[src/rtl/hsv_core_dmem_arbiter.sv]
// hsv_core_dmem_arbiter: shares one AXI-lite dmem master between two requesters, independent read/write arbitration.
// Optional build macro HSV_DMEM_ARB_FIXED_PRIO_EN: requester 0 always wins contention, no round-robin pointer.
module hsv_core_dmem_arbiter_fifo #(
  parameter int DEPTH = 4
) (
  input  logic clk,
  input  logic rst,
  input  logic push_i,
  input  logic pop_i,
  input  logic id_i,
  output logic head_o,
  output logic empty_o,
  output logic full_o
);
  localparam int AW = $clog2(DEPTH);
  logic [DEPTH-1:0] mem_q;
  logic [AW-1:0]    wp_q, rp_q;
  logic [AW:0]      cnt_q;
  assign head_o  = mem_q[rp_q];
  assign empty_o = cnt_q == '0;
  assign full_o  = cnt_q == (AW+1)'(DEPTH);
  always_ff @(posedge clk) begin
    if (rst) begin
      mem_q <= '0;
      wp_q  <= '0;
      rp_q  <= '0;
      cnt_q <= '0;
    end else begin
      if (push_i) mem_q[wp_q] <= id_i;
      wp_q  <= wp_q + AW'(push_i);
      rp_q  <= rp_q + AW'(pop_i);
      cnt_q <= cnt_q + (AW+1)'(push_i) - (AW+1)'(pop_i);
    end
  end
endmodule

module hsv_core_dmem_arbiter #(
  parameter int OUT_DEPTH = 4
) (
  input  logic             clk_core,
  input  logic             rst_core,
  input  logic [1:0]       req_ar_valid,
  output logic [1:0]       req_ar_ready,
  input  logic [1:0][31:0] req_ar_addr,
  output logic [1:0]       req_r_valid,
  input  logic [1:0]       req_r_ready,
  output logic [31:0]      req_r_data,
  output logic [1:0]       req_r_resp,
  input  logic [1:0]       req_w_valid,
  output logic [1:0]       req_w_ready,
  input  logic [1:0][31:0] req_w_addr,
  input  logic [1:0][31:0] req_w_data,
  input  logic [1:0][3:0]  req_w_strb,
  output logic [1:0]       req_b_valid,
  input  logic [1:0]       req_b_ready,
  output logic [1:0]       req_b_resp,
  output logic             dmem_ar_valid,
  input  logic             dmem_ar_ready,
  output logic [31:0]      dmem_ar_addr,
  input  logic             dmem_r_valid,
  output logic             dmem_r_ready,
  input  logic [31:0]      dmem_r_data,
  input  logic [1:0]       dmem_r_resp,
  output logic             dmem_aw_valid,
  input  logic             dmem_aw_ready,
  output logic [31:0]      dmem_aw_addr,
  output logic             dmem_w_valid,
  input  logic             dmem_w_ready,
  output logic [31:0]      dmem_w_data,
  output logic [3:0]       dmem_w_strb,
  input  logic             dmem_b_valid,
  output logic             dmem_b_ready,
  input  logic [1:0]       dmem_b_resp
);
  logic        ar_held_q, ar_held_d, ar_gnt_q, ar_pick, ar_grant, ar_hs;
  logic        w_held_q, w_held_d, w_gnt_q, w_pick, w_grant, w_fire, aw_hs, w_hs;
  logic        aw_done_q, aw_done_d, w_done_q, w_done_d;
  logic [31:0] ar_addr_q, aw_addr_q, w_data_q;
  logic [3:0]  w_strb_q;
  logic        rf_head, rf_empty, rf_full, r_pop;
  logic        bf_head, bf_empty, bf_full, b_pop;
`ifdef HSV_DMEM_ARB_FIXED_PRIO_EN
  assign ar_pick = ~req_ar_valid[0];
  assign w_pick  = ~req_w_valid[0];
`else
  logic ar_rr_q, w_rr_q;
  assign ar_pick = &req_ar_valid ? ar_rr_q : req_ar_valid[1];
  assign w_pick  = &req_w_valid ? w_rr_q : req_w_valid[1];
  always_ff @(posedge clk_core) begin
    if (rst_core) begin
      ar_rr_q <= 1'b0;
      w_rr_q  <= 1'b0;
    end else begin
      if (ar_hs) ar_rr_q <= ~ar_gnt_q;
      if (w_fire) w_rr_q <= ~w_gnt_q;
    end
  end
`endif
  assign ar_grant      = ~ar_held_q & ~rf_full & |req_ar_valid;
  assign ar_hs         = ar_held_q & dmem_ar_ready;
  assign ar_held_d     = ar_grant | (ar_held_q & ~ar_hs);
  assign dmem_ar_valid = ar_held_q;
  assign dmem_ar_addr  = ar_addr_q;
  assign req_ar_ready  = ar_hs ? 2'b01 << ar_gnt_q : 2'b00;
  assign w_grant       = ~w_held_q & ~bf_full & |req_w_valid;
  assign dmem_aw_valid = w_held_q & ~aw_done_q;
  assign dmem_w_valid  = w_held_q & ~w_done_q;
  assign aw_hs         = dmem_aw_valid & dmem_aw_ready;
  assign w_hs          = dmem_w_valid & dmem_w_ready;
  // Write request completes only once both AW and W have handshaken, in either order.
  assign w_fire        = w_held_q & (aw_done_q | aw_hs) & (w_done_q | w_hs);
  assign w_held_d      = w_grant | (w_held_q & ~w_fire);
  assign aw_done_d     = w_held_q & ~w_fire & (aw_done_q | aw_hs);
  assign w_done_d      = w_held_q & ~w_fire & (w_done_q | w_hs);
  assign dmem_aw_addr  = aw_addr_q;
  assign dmem_w_data   = w_data_q;
  assign dmem_w_strb   = w_strb_q;
  assign req_w_ready   = w_fire ? 2'b01 << w_gnt_q : 2'b00;
  always_ff @(posedge clk_core) begin
    if (rst_core) begin
      ar_held_q <= 1'b0;
      ar_gnt_q  <= 1'b0;
      ar_addr_q <= '0;
      w_held_q  <= 1'b0;
      w_gnt_q   <= 1'b0;
      aw_done_q <= 1'b0;
      w_done_q  <= 1'b0;
      aw_addr_q <= '0;
      w_data_q  <= '0;
      w_strb_q  <= '0;
    end else begin
      ar_held_q <= ar_held_d;
      w_held_q  <= w_held_d;
      aw_done_q <= aw_done_d;
      w_done_q  <= w_done_d;
      if (ar_grant) begin
        ar_gnt_q  <= ar_pick;
        ar_addr_q <= req_ar_addr[ar_pick];
      end
      if (w_grant) begin
        w_gnt_q   <= w_pick;
        aw_addr_q <= req_w_addr[w_pick];
        w_data_q  <= req_w_data[w_pick];
        w_strb_q  <= req_w_strb[w_pick];
      end
    end
  end
  hsv_core_dmem_arbiter_fifo #(.DEPTH(OUT_DEPTH)) u_rfifo (
    .clk(clk_core), .rst(rst_core), .push_i(ar_hs), .pop_i(r_pop), .id_i(ar_gnt_q),
    .head_o(rf_head), .empty_o(rf_empty), .full_o(rf_full)
  );
  hsv_core_dmem_arbiter_fifo #(.DEPTH(OUT_DEPTH)) u_bfifo (
    .clk(clk_core), .rst(rst_core), .push_i(w_fire), .pop_i(b_pop), .id_i(w_gnt_q),
    .head_o(bf_head), .empty_o(bf_empty), .full_o(bf_full)
  );
  // An orphan response (empty owner FIFO) is never acknowledged.
  assign dmem_r_ready = ~rf_empty & req_r_ready[rf_head];
  assign req_r_valid  = (~rf_empty & dmem_r_valid) ? 2'b01 << rf_head : 2'b00;
  assign req_r_data   = dmem_r_data;
  assign req_r_resp   = dmem_r_resp;
  assign r_pop        = dmem_r_valid & dmem_r_ready;
  assign dmem_b_ready = ~bf_empty & req_b_ready[bf_head];
  assign req_b_valid  = (~bf_empty & dmem_b_valid) ? 2'b01 << bf_head : 2'b00;
  assign req_b_resp   = dmem_b_resp;
  assign b_pop        = dmem_b_valid & dmem_b_ready;
  a_r_owner: assert property (@(posedge clk_core) disable iff (rst_core) dmem_r_valid |-> ~rf_empty);
  a_b_owner: assert property (@(posedge clk_core) disable iff (rst_core) dmem_b_valid |-> ~bf_empty);
endmodule

[config.mk]
export PLATFORM = sky130hd
export DESIGN_NAME = hsv_core_dmem_arbiter
export DESIGN_NICKNAME = d
export VERILOG_FILES = /design/src/rtl/hsv_core_dmem_arbiter.sv
export SDC_FILE = /design/constraint.sdc
export NUM_CORES = 1
export LEC_CHECK = 0
export BUFFER_PORTS_ARGS = -buffer_cell sky130_fd_sc_hd__buf_4
export CORE_AREA = 2 2 154 156
export CTS_CLUSTER_SIZE = 24
export DETAILED_ROUTE_END_ITERATION = 7
export DIE_AREA = 0 0 156 158
export PLACE_DENSITY = 0.63
export SLEW_MARGIN = 25
export SYNTH_ARGS = -nofsm -noshare
export SYNTH_HDL_FRONTEND = slang
export SYNTH_SLANG_ARGS = --single-unit
[constraint.sdc]
create_clock -name clk_core -period 2.5 [get_ports clk_core]
set_input_delay 0.125 -clock clk_core [delete_from_list [all_inputs] [get_ports clk_core]]
set_output_delay 0.125 -clock clk_core [all_outputs]
set_load 0.03 [all_outputs]
==> results_dict.tcl <==
set metrics [dict create \
    outcome "finished, final reports clean" \
    syn_area_per_cell_um2 9.66 \
    synthArstFlopShare 0 \
    die_x_um 156 \
    nets 1185 \
    grt_util_met2 0.244 \
    cp.arrival_ns 2.62 \
    max_freq_ghz 0.425 \
    firstDrtPassIters 4 \
    antenna_left 0 \
    worst-endpoint-required_ns 2.77 \
    finalCritPeriodShare 0.942 \
    area.growth.synth_to_final_pct 51.2 \
    final_common_cell "buf_4" \
    synth_ff_type "dfxtp_1" \
    clkPwrFrac 0.275 \
    grt_max_degree 67 \
    power_density_mw_per_mm2 954 \
    slowest_delay_ns 0.56 \
    hold_path_class "in2reg" \
    grt_pass1_vias 5155 \
    internal_power_mw 5.52 \
    hold_viol_final 0 \
    cts-htree-levels 4 \
    multiInputGateArea_mm2 0.00306 \
    n_fill_cell 2292 \
    met1_usage 0.164 \
    yosys_warnings 0 \
    p_seq_frac 0.320 \
    ioPinCount 400 \
    routed_wl_um 18100 \
    p_comb_frac 0.405 \
    io_buffers 327 \
    insertion_delay_ns 0.41 \
    ir_drop_v 0.000473 \
    vias 5512 \
    post-place-ws_ns 0.0123 \
    start_util 0.269 \
    cts_buffers 17 \
    finalCriticalPeriod_ns 2.35 \
    final_cell_mix "343 x buf_4, 140 x nor2_1, 129 x dfxtp_1" \
    r2r_setup_slack_ns 0.15 \
    regArea_mm2 0.00260 \
    end_kind "register" \
    viasPerCell 4.48 \
    max_slew_margin 0.540 \
    drt_iter0_drc 171 \
    wl_per_cell_um 14.7 \
    setup-violations-final 0 \
    ys_ff_latch 130 \
    cts.clk_slew.worst_paths_ns 0.06 \
    rsz0062_at_grt "no" \
    syn_nets 898 \
    post-dp-hpwl_um 14200 \
    synth_edf_count 0 \
    core_mm2 0.0231 \
    synthCells 641 \
    critPathSlowestCell "mux4_2" \
    drv_slew 0 \
    clk_path_buf_depth 2 \
    cts.sinks 130 \
    ys_seq_area_frac 0.420 \
    grtUsageMet3 0.0422 \
    worst_slew_pin_slew_ns 0.690 \
    dieArea_mm2 0.0246 \
    drc 0 \
    worstSetupPathType "reg2reg" \
    critPathMaxFanout 3 \
    p_sw_mw 3.41 \
    die_h_um 158 \
    path_common_cell "xor2_1" \
    skew_ns 0.00779 \
    antenna_found_initial 0 \
    routabilityCongestion 0.756 \
    p_sw_frac 0.382 \
    layout_setup_ws_ns 0.145 \
    grt_pass1_wl_um 26900 \
    top_usage_layer "met2" \
    cap_violations 0 \
    grt-ovfl-total 0 \
    antenna_cells 0 \
    rows 56 \
    synth.distinct_cells 37 \
    cts_tree "done" \
    cp_cell_sequence "mux4_2 > mux2i_4 > xor2_1 > ha_1 > inv_1 > fa_1 > xor2_1 > xnor2_1 > nor2_1" \
    final.setup.tns_ns 0 \
    final_core_utilization 0.406 \
    synthesis.area_mm2 0.00619 \
    cts_root_buffer "clkbuf_16" \
    drive_gt1_frac 0.433 \
    p_leak_nw 4.57 \
    grt_usage 0.140 \
    start_kind "register" \
]
[flip-flops by register name, summed over array words and instances (netlist names)]
signal and flops:
ar_gnt_q 1, ar_rr_q 1, aw_done_q 1, dmem_ar_addr 32, dmem_ar_valid 1, dmem_aw_addr 32
dmem_w_data 32, dmem_w_strb 4, u_bfifo.cnt_q 3, u_bfifo.mem_q 4, u_bfifo.rp_q 2, u_bfifo.wp_q 2
u_rfifo.cnt_q 3, u_rfifo.mem_q 4, u_rfifo.rp_q 2, u_rfifo.wp_q 2, w_done_q 1, w_gnt_q 1
w_held_q 1, w_rr_q 1
[path summary, 6_finish.rpt]
path,depth (start not counted),startpoint,endpoint
max,9,u_rfifo.rp_q[1]$_SDFF_PP0_,u_rfifo.cnt_q[2]$_SDFF_PP0_
min,3,dmem_aw_ready,aw_done_q$_SDFF_PP0_
max reg2reg,9,u_rfifo.rp_q[1]$_SDFF_PP0_,u_rfifo.cnt_q[2]$_SDFF_PP0_
min reg2reg,2,u_rfifo.mem_q[2]$_SDFFE_PP0P_,u_rfifo.mem_q[2]$_SDFFE_PP0P_
[power by group through the flow]
stage	clock network (mW)	logic (mW)	registers (mW)
after detailed placement	0	3.67	2.90
final	2.46	3.62	2.86
after global routing	2.63	3.93	2.92
after global placement	0	3.63	2.89
after floorplan	0	1.65	3.64
after CTS	2.54	3.68	2.86
[synth_stat cells (3+ instances only)]
cell type | instances | share of area
xor2_1 | 3 | 0.0042
mux2i_1 | 107 | 0.17
a211oi_2 | 12 | 0.024
o311ai_1 | 3 | 0.0042
inv_1 | 9 | 0.0055
nand3_1 | 3 | 0.0024
nor2b_1 | 8 | 0.0081
xnor2_1 | 5 | 0.0071
clkbuf_1 | 14 | 0.0085
dfxtp_1 | 130 | 0.42
a211oi_1 | 90 | 0.11
nor3_1 | 5 | 0.0040
nor2_1 | 140 | 0.085
buf_4 | 48 | 0.058
nor3b_1 | 3 | 0.0036
a21oi_1 | 7 | 0.0057
ha_1 | 4 | 0.0081
buf_2 | 19 | 0.015
nand2b_1 | 4 | 0.0040
[per-layer routing]
metal	routed length [um]	share of wire
met2	9110	0.50
met1	7480	0.41
met3	1230	0.068
met5	0	0
met4	301	0.017
[repair_timing]
action,4_1_cts,5_1_grt
hold endpoints to repair,1,0
hold buffers,2,0
endpoints found under the setup margin,1,1
resized for setup,0,1
buffers inserted,1,1
[critical path: cells and delay by family (launching register included)]
family | cells | cell delay, ns
xor+xnor | 3 | 0.47
fa+ha+maj | 2 | 0.52
simple gates | 1 | 0.05
buf+inv | 1 | 0.04
mux | 2 | 0.77
flops | 1 | 0.35
[final cells by class]
class                      count  area share
inverter                       9     0.00361
tap                          290      0.0388
timing repair buffer         351       0.290
clock inverter                14      0.0163
sequential                   130       0.278
clock buffer                  18      0.0458
multi-input combinational    419       0.327
[kinds of logic (layout without fill, tap and decap cells)]
family                     after synthesis  after routing  synth area share
DFF                                    130            130             0.420
AOI/OAI and AO/OA                      119            119             0.152
and+or+nand+nor                        173            173             0.120
adders and majority gates                6              6            0.0146
muxes                                  113            113             0.191
buffers and inverters                   92            392            0.0900
xor gates and xnor gates                 8              8            0.0113
[metrics by stage]
step	hold slack, ns	instance area (um^2)	std cells	power [mW]
2_1_floorplan	0.277	6190	641	5.28
3_3_place_gp	0.250	8740	1195	6.51
3_5_place_dp	0.250	8740	1195	6.57
4_1_cts	0.0258	9350	1230	9.07
5_1_grt	0.0552	9360	1231	9.48
6_report	0.0520	9360	1231	8.93
Note: power is estimated with default switching activity, not from simulation.
